==> config.mk <==
export PLATFORM = sky130hd
export DESIGN_NAME = csa_final_adder
export DESIGN_NICKNAME = d
export VERILOG_FILES = /design/src/rtl/csa_final_adder.sv
export SDC_FILE = /design/constraint.sdc
export NUM_CORES = 1
export LEC_CHECK = 0
export ABC_AREA = 1
export CORE_AREA = 2 2 196 198
export DETAILED_ROUTE_END_ITERATION = 8
export DIE_AREA = 0 0 198 200
export PLACE_DENSITY = 0.72
export SLEW_MARGIN = 5
export SYNTH_ARGS = -nofsm -noshare
export SYNTH_HDL_FRONTEND = slang
export SYNTH_SLANG_ARGS = --single-unit
==> constraint.sdc <==
create_clock -name clock -period 2.2 [get_ports clock]
set_input_delay 0.55 -clock clock [delete_from_list [all_inputs] [get_ports clock]]
set_output_delay 0.55 -clock clock [all_outputs]
set_load 0.005 [all_outputs]
==> src/rtl/csa_final_adder.sv <==
// ---------------------------------------------------------------------------
// csa_final_adder
//   Segmented, pipelined carry-propagate adder that resolves the carry-save
//   pair coming out of the Wallace-tree reduction into the final product.
//   Each of the NSTG = WIDTH/SEG stages adds one SEG-bit segment plus the
//   carry registered by the previous stage, so the critical path is a single
//   SEG-bit add. Valid/ready handshake on both sides; the whole pipe advances
//   or holds as one unit (bubbles are kept, not compressed).
//
// Parameters
//   WIDTH  operand/result width (must be a multiple of SEG, at least 2*SEG)
//   SEG    bits resolved per stage
//
// Ports
//   clock      rising-edge clock
//   reset_n    asynchronous active-low reset
//   in_valid   upstream presents a carry-save pair
//   in_ready   pair accepted this cycle (= !out_valid | out_ready)
//   in_sum     carry-save sum row
//   in_carry   carry-save carry row (already aligned)
//   out_valid  result valid
//   out_ready  downstream accepts the result
//   out_data   (in_sum + in_carry) mod 2^WIDTH
//   cout       carry out of bit WIDTH-1 (only with CSA_FINAL_ADDER_COUT_EN)
//
// Build option
//   CSA_FINAL_ADDER_COUT_EN  adds the registered cout output.
// ---------------------------------------------------------------------------

// One SEG-bit segment adder with carry in/out.
module csa_seg_add #(
    parameter int SEG = 16
) (
    input  logic [SEG-1:0] a,
    input  logic [SEG-1:0] b,
    input  logic           ci,
    output logic [SEG-1:0] s,
    output logic           co
);
    assign {co, s} = {1'b0, a} + {1'b0, b} + {{SEG{1'b0}}, ci};
endmodule

module csa_final_adder #(
    parameter int WIDTH = 64,
    parameter int SEG   = 16
) (
    input  logic             clock,
    input  logic             reset_n,
    input  logic             in_valid,
    output logic             in_ready,
    input  logic [WIDTH-1:0] in_sum,
    input  logic [WIDTH-1:0] in_carry,
    output logic             out_valid,
    input  logic             out_ready,
`ifdef CSA_FINAL_ADDER_COUT_EN
    output logic             cout,
`endif
    output logic [WIDTH-1:0] out_data
);
    localparam int NSTG = WIDTH / SEG;

    // Stage k valid bit; vld_pipe[NSTG-1] is the output stage.
    logic [NSTG-1:0] vld_pipe;
    logic            advance;

    assign out_valid = vld_pipe[NSTG-1];
    // Only depends on the output side, never on in_valid.
    assign advance   = !out_valid || out_ready;
    assign in_ready  = advance;

    for (genvar k = 0; k < NSTG; k++) begin : g_stg
        logic [WIDTH-1:0] s_i;      // sum row entering this stage
        logic [WIDTH-1:0] c_i;      // carry row entering this stage
        logic             ci;       // segment carry-in
        logic             v_i;      // valid entering this stage
        logic [SEG-1:0]   seg_sum;
        logic [WIDTH-1:0] s_nxt;
        logic [WIDTH-1:0] s_r;      // lower segments resolved, upper raw

        if (k == 0) begin : g_head
            assign s_i = in_sum;
            assign c_i = in_carry;
            assign ci  = 1'b0;
            assign v_i = in_valid;
        end else begin : g_tail
            assign s_i = g_stg[k-1].s_r;
            assign c_i = g_stg[k-1].g_fwd.c_r;
            assign ci  = g_stg[k-1].g_fwd.cy_r;
            assign v_i = vld_pipe[k-1];
        end

        // Resolved segment overwrites the raw sum-row segment in place.
        always_comb begin
            s_nxt                = s_i;
            s_nxt[k*SEG +: SEG]  = seg_sum;
        end

        // Bubbles load zeros so the pipe contents stay deterministic.
        always_ff @(posedge clock or negedge reset_n) begin
            if (!reset_n) begin
                s_r         <= '0;
                vld_pipe[k] <= 1'b0;
            end else if (advance) begin
                s_r         <= v_i ? s_nxt : '0;
                vld_pipe[k] <= v_i;
            end
        end

        if (k < NSTG-1) begin : g_fwd
            logic [WIDTH-1:0] c_r;
            logic             cy_r;
            logic             co;

            csa_seg_add #(.SEG(SEG)) u_add (
                .a  (s_i[k*SEG +: SEG]),
                .b  (c_i[k*SEG +: SEG]),
                .ci (ci),
                .s  (seg_sum),
                .co (co)
            );

            always_ff @(posedge clock or negedge reset_n) begin
                if (!reset_n) begin
                    c_r  <= '0;
                    cy_r <= 1'b0;
                end else if (advance) begin
                    c_r  <= v_i ? c_i : '0;
                    cy_r <= v_i ? co  : 1'b0;
                end
            end
        end else begin : g_last
`ifdef CSA_FINAL_ADDER_COUT_EN
            logic cy_r;
            logic co;

            csa_seg_add #(.SEG(SEG)) u_add (
                .a  (s_i[k*SEG +: SEG]),
                .b  (c_i[k*SEG +: SEG]),
                .ci (ci),
                .s  (seg_sum),
                .co (co)
            );

            always_ff @(posedge clock or negedge reset_n) begin
                if (!reset_n)
                    cy_r <= 1'b0;
                else if (advance)
                    cy_r <= v_i ? co : 1'b0;
            end
`else
            // MSB carry is dropped: plain modulo-2^SEG segment add.
            assign seg_sum = s_i[k*SEG +: SEG] + c_i[k*SEG +: SEG]
                           + {{(SEG-1){1'b0}}, ci};
`endif
        end
    end

    assign out_data = g_stg[NSTG-1].s_r;
`ifdef CSA_FINAL_ADDER_COUT_EN
    assign cout     = g_stg[NSTG-1].g_last.cy_r;
`endif

endmodule

==> run metrics <==
status finished clean; DRT Pass-1 Iters 5; vias in the first global route 13300; Clock Skews between 10 and 15 ps; Clock transition at path regs about 60 ps; Worst EP arrival 1490 ps; max-slew violations 0; largest net degree at the start of global routing a little under 80; nets around 2400; clk_lat worst skew between 500 and 600 ps; Post-CTS Setup Inserts 0; GPL Wtd Cong ~0.89; flops & latches, synth between 300 and 400; Syn Nets between 2000 and 2500; RSZ-0062 raised after global routing no; routed vias 13500; post-route ant nets 0; Clock Root Buffer clkbuf_16; Peak Freq approximately 0.49 GHz; WL final 40.8 mm; total congestion overflow 0; Vias/cell around 5; leakage about 10 nW; DIE AREA around 0.040 mm2; Post-Syn Instances approximately 2000; slew of the pin with the lowest slew margin 687 ps; Hold Path Class reg2reg; # rows between 70 and 80; setup violators final 0; relative slew slack about 54%; GRT Total Usage approximately a fifth; Synth Area per Inst about 8.4 um2; commonest cells after routing, fill and taps aside nand2_1, dfrtp_1, inv_1; max-cap violations 0; # port buffers slightly below 200; Final period util roughly 90%; Setup TNS 0 ps; Distinct cells, synth 26; Initial Utilization between 40% and 50%; Vert. Die Dim approximately 200 um; htree depth 2; Synth warnings 0; first-pass GRT wire length 67.4 mm; CP Max Fanout 2; hold_ws about 470 ps; core area about 0.037 mm2; CTS Buffer Depth 3; layout overhead on the synthesized area 24.5%; # DRC 0; most common cell after layout, fill and taps aside nand2_1; post-layout min period approximately 2000 ps; Clock Sinks 359; CP required 1650 ps; CP Launch Type input port; initial DRC count 776; Worst VDD drop 0.504 mV; post-synthesis sequential area ratio a little over half; CTS tree yes; final hold vios 0; CP Capture Type primary output; io pins 198; routed len/inst between 10 and 15 um; initial antenna violation count 2; kind of critical path in2out; pwr/cell area ~1000 mW/mm2; Chip Width ~200 um; share of layout cells above drive strength 1 between 5 and 6%; area of the mapped netlist approximately 0.017 mm2; dpl hpwl approximately 29 mm; Num CTS Buffers 38
[worst paths after layout]
kind                       slack (ps)             start             endpoint  cells past startpoint
max in group asynchronous        1000           reset_n     g_stg[0].s_r[37]                      3
min in group asynchronous         550           reset_n      g_stg[2].s_r[7]                      2
setup / recovery                  160         out_ready             in_ready                      4
setup reg to reg                  180  g_stg[1].s_r[32]  g_stg[2].g_fwd.cy_r                     12
hold reg to reg                   470      g_stg[3].v_i            out_valid                      2
hold / removal                    470      g_stg[3].v_i            out_valid                      2
[cell usage after synthesis]
cell type	n	share of area (%)
nand2_1	599	13
dfrtp_1	359	54
inv_1	337	7.5
o21ai_0	177	5.3
o22ai_1	79	2.9
nand3_1	74	2.2
ha_1	60	4.5
nor2_1	59	1.3
o21ai_1	42	1.3
a21oi_1	39	1.2
a22o_1	39	2.0
buf_2	35	1.0
clkbuf_1	33	0.74
nor3_1	12	0.36
nand3b_1	10	0.45
fa_1	7	0.84
buf_4	5	0.22
nand4_1	5	0.19
xor2_1	5	0.26
inv_2	4	0.090
a211oi_1	3	0.13
and2_1	3	0.11
or2_2	3	0.11
buf_1	1	0.022
nand2_4	1	0.067
nor2_4	1	0.067
[cell families (layout without fill, tap and decap cells)]
family	Yosys count	in the layout	share of synthesized area (%)
AOI/OAI and AO/OA	379	379	12.8
xor gates and xnor gates	5	5	0.261
adders and majority gates	67	67	5.32
buffers and inverters	415	653	9.67
DFF	359	359	53.6
other	0	3	0
and+or+nand+nor	767	767	18.3
[power breakdown]
part | internal (mW) | switching (mW) | leakage (nW)
clock | 3.82 | 2.54 | 0.607
combinational | 2.19 | 3.63 | 5.01
sequential | 8.00 | 0.614 | 4.82
total | 14.0 | 6.79 | 10.4
[routing by layer]
metal / wire length (um) / global-route usage [%] / share of wire (%) / vias up
met2: 19500 / 36.0 / 48 / 214
met1: 18800 / 28.5 / 46 / 6447
li1: - / - / - / 6771
met4: 662 / 5.49 / 1.6 / 0
met3: 1760 / 3.71 / 4.3 / 45
met5: 0 / 0 / 0 / -
[area by class of cell]
type | instances | area [um2]
fill | 3379 | 16500
sequential | 359 | 8980
multi-input combinational | 1218 | 6170
timing repair buffer | 245 | 2530
inverter | 341 | 1290
clock buffer | 56 | 1100
tap | 511 | 639
clock inverter | 11 | 140
antenna | 3 | 7.51
[state kept, by name, indices dropped and copies added, names as in the netlist]
signal	count
out_data	64
g_stg.g_fwd.c_r	96
g_stg.v_i	3
g_stg.s_r	192
out_valid	1
g_stg.g_fwd.cy_r	3
[per-stage QoR]
stage               util [%]  power, mW  setup slack [ps]  instances  area, um2
floorplan                  -       12.2               361       1992      16800
global placement        52.4       14.4              -234       2673      19600
detailed placement      52.4       14.6              -230       2673      19600
CTS                     55.7       21.0              96.6       2741      20800
global route            55.7       22.1              10.3       2742      20900
finish                  55.8       20.8               159       2744      20900
[what timing repair did]
item,in CTS,in global routing
hold buffers,1,0
pin swaps,0,0
endpoints found under the setup margin,1,5
resized for setup,1,5
endpoints found under the hold margin,35,0
[critical path: stages]
cell,delay (ps)
clkdlybuf4s50_1,440
nor2_4,170
inv_6,40
dlygate4sd2_1,290
Note: power is estimated with default switching activity, not from simulation.
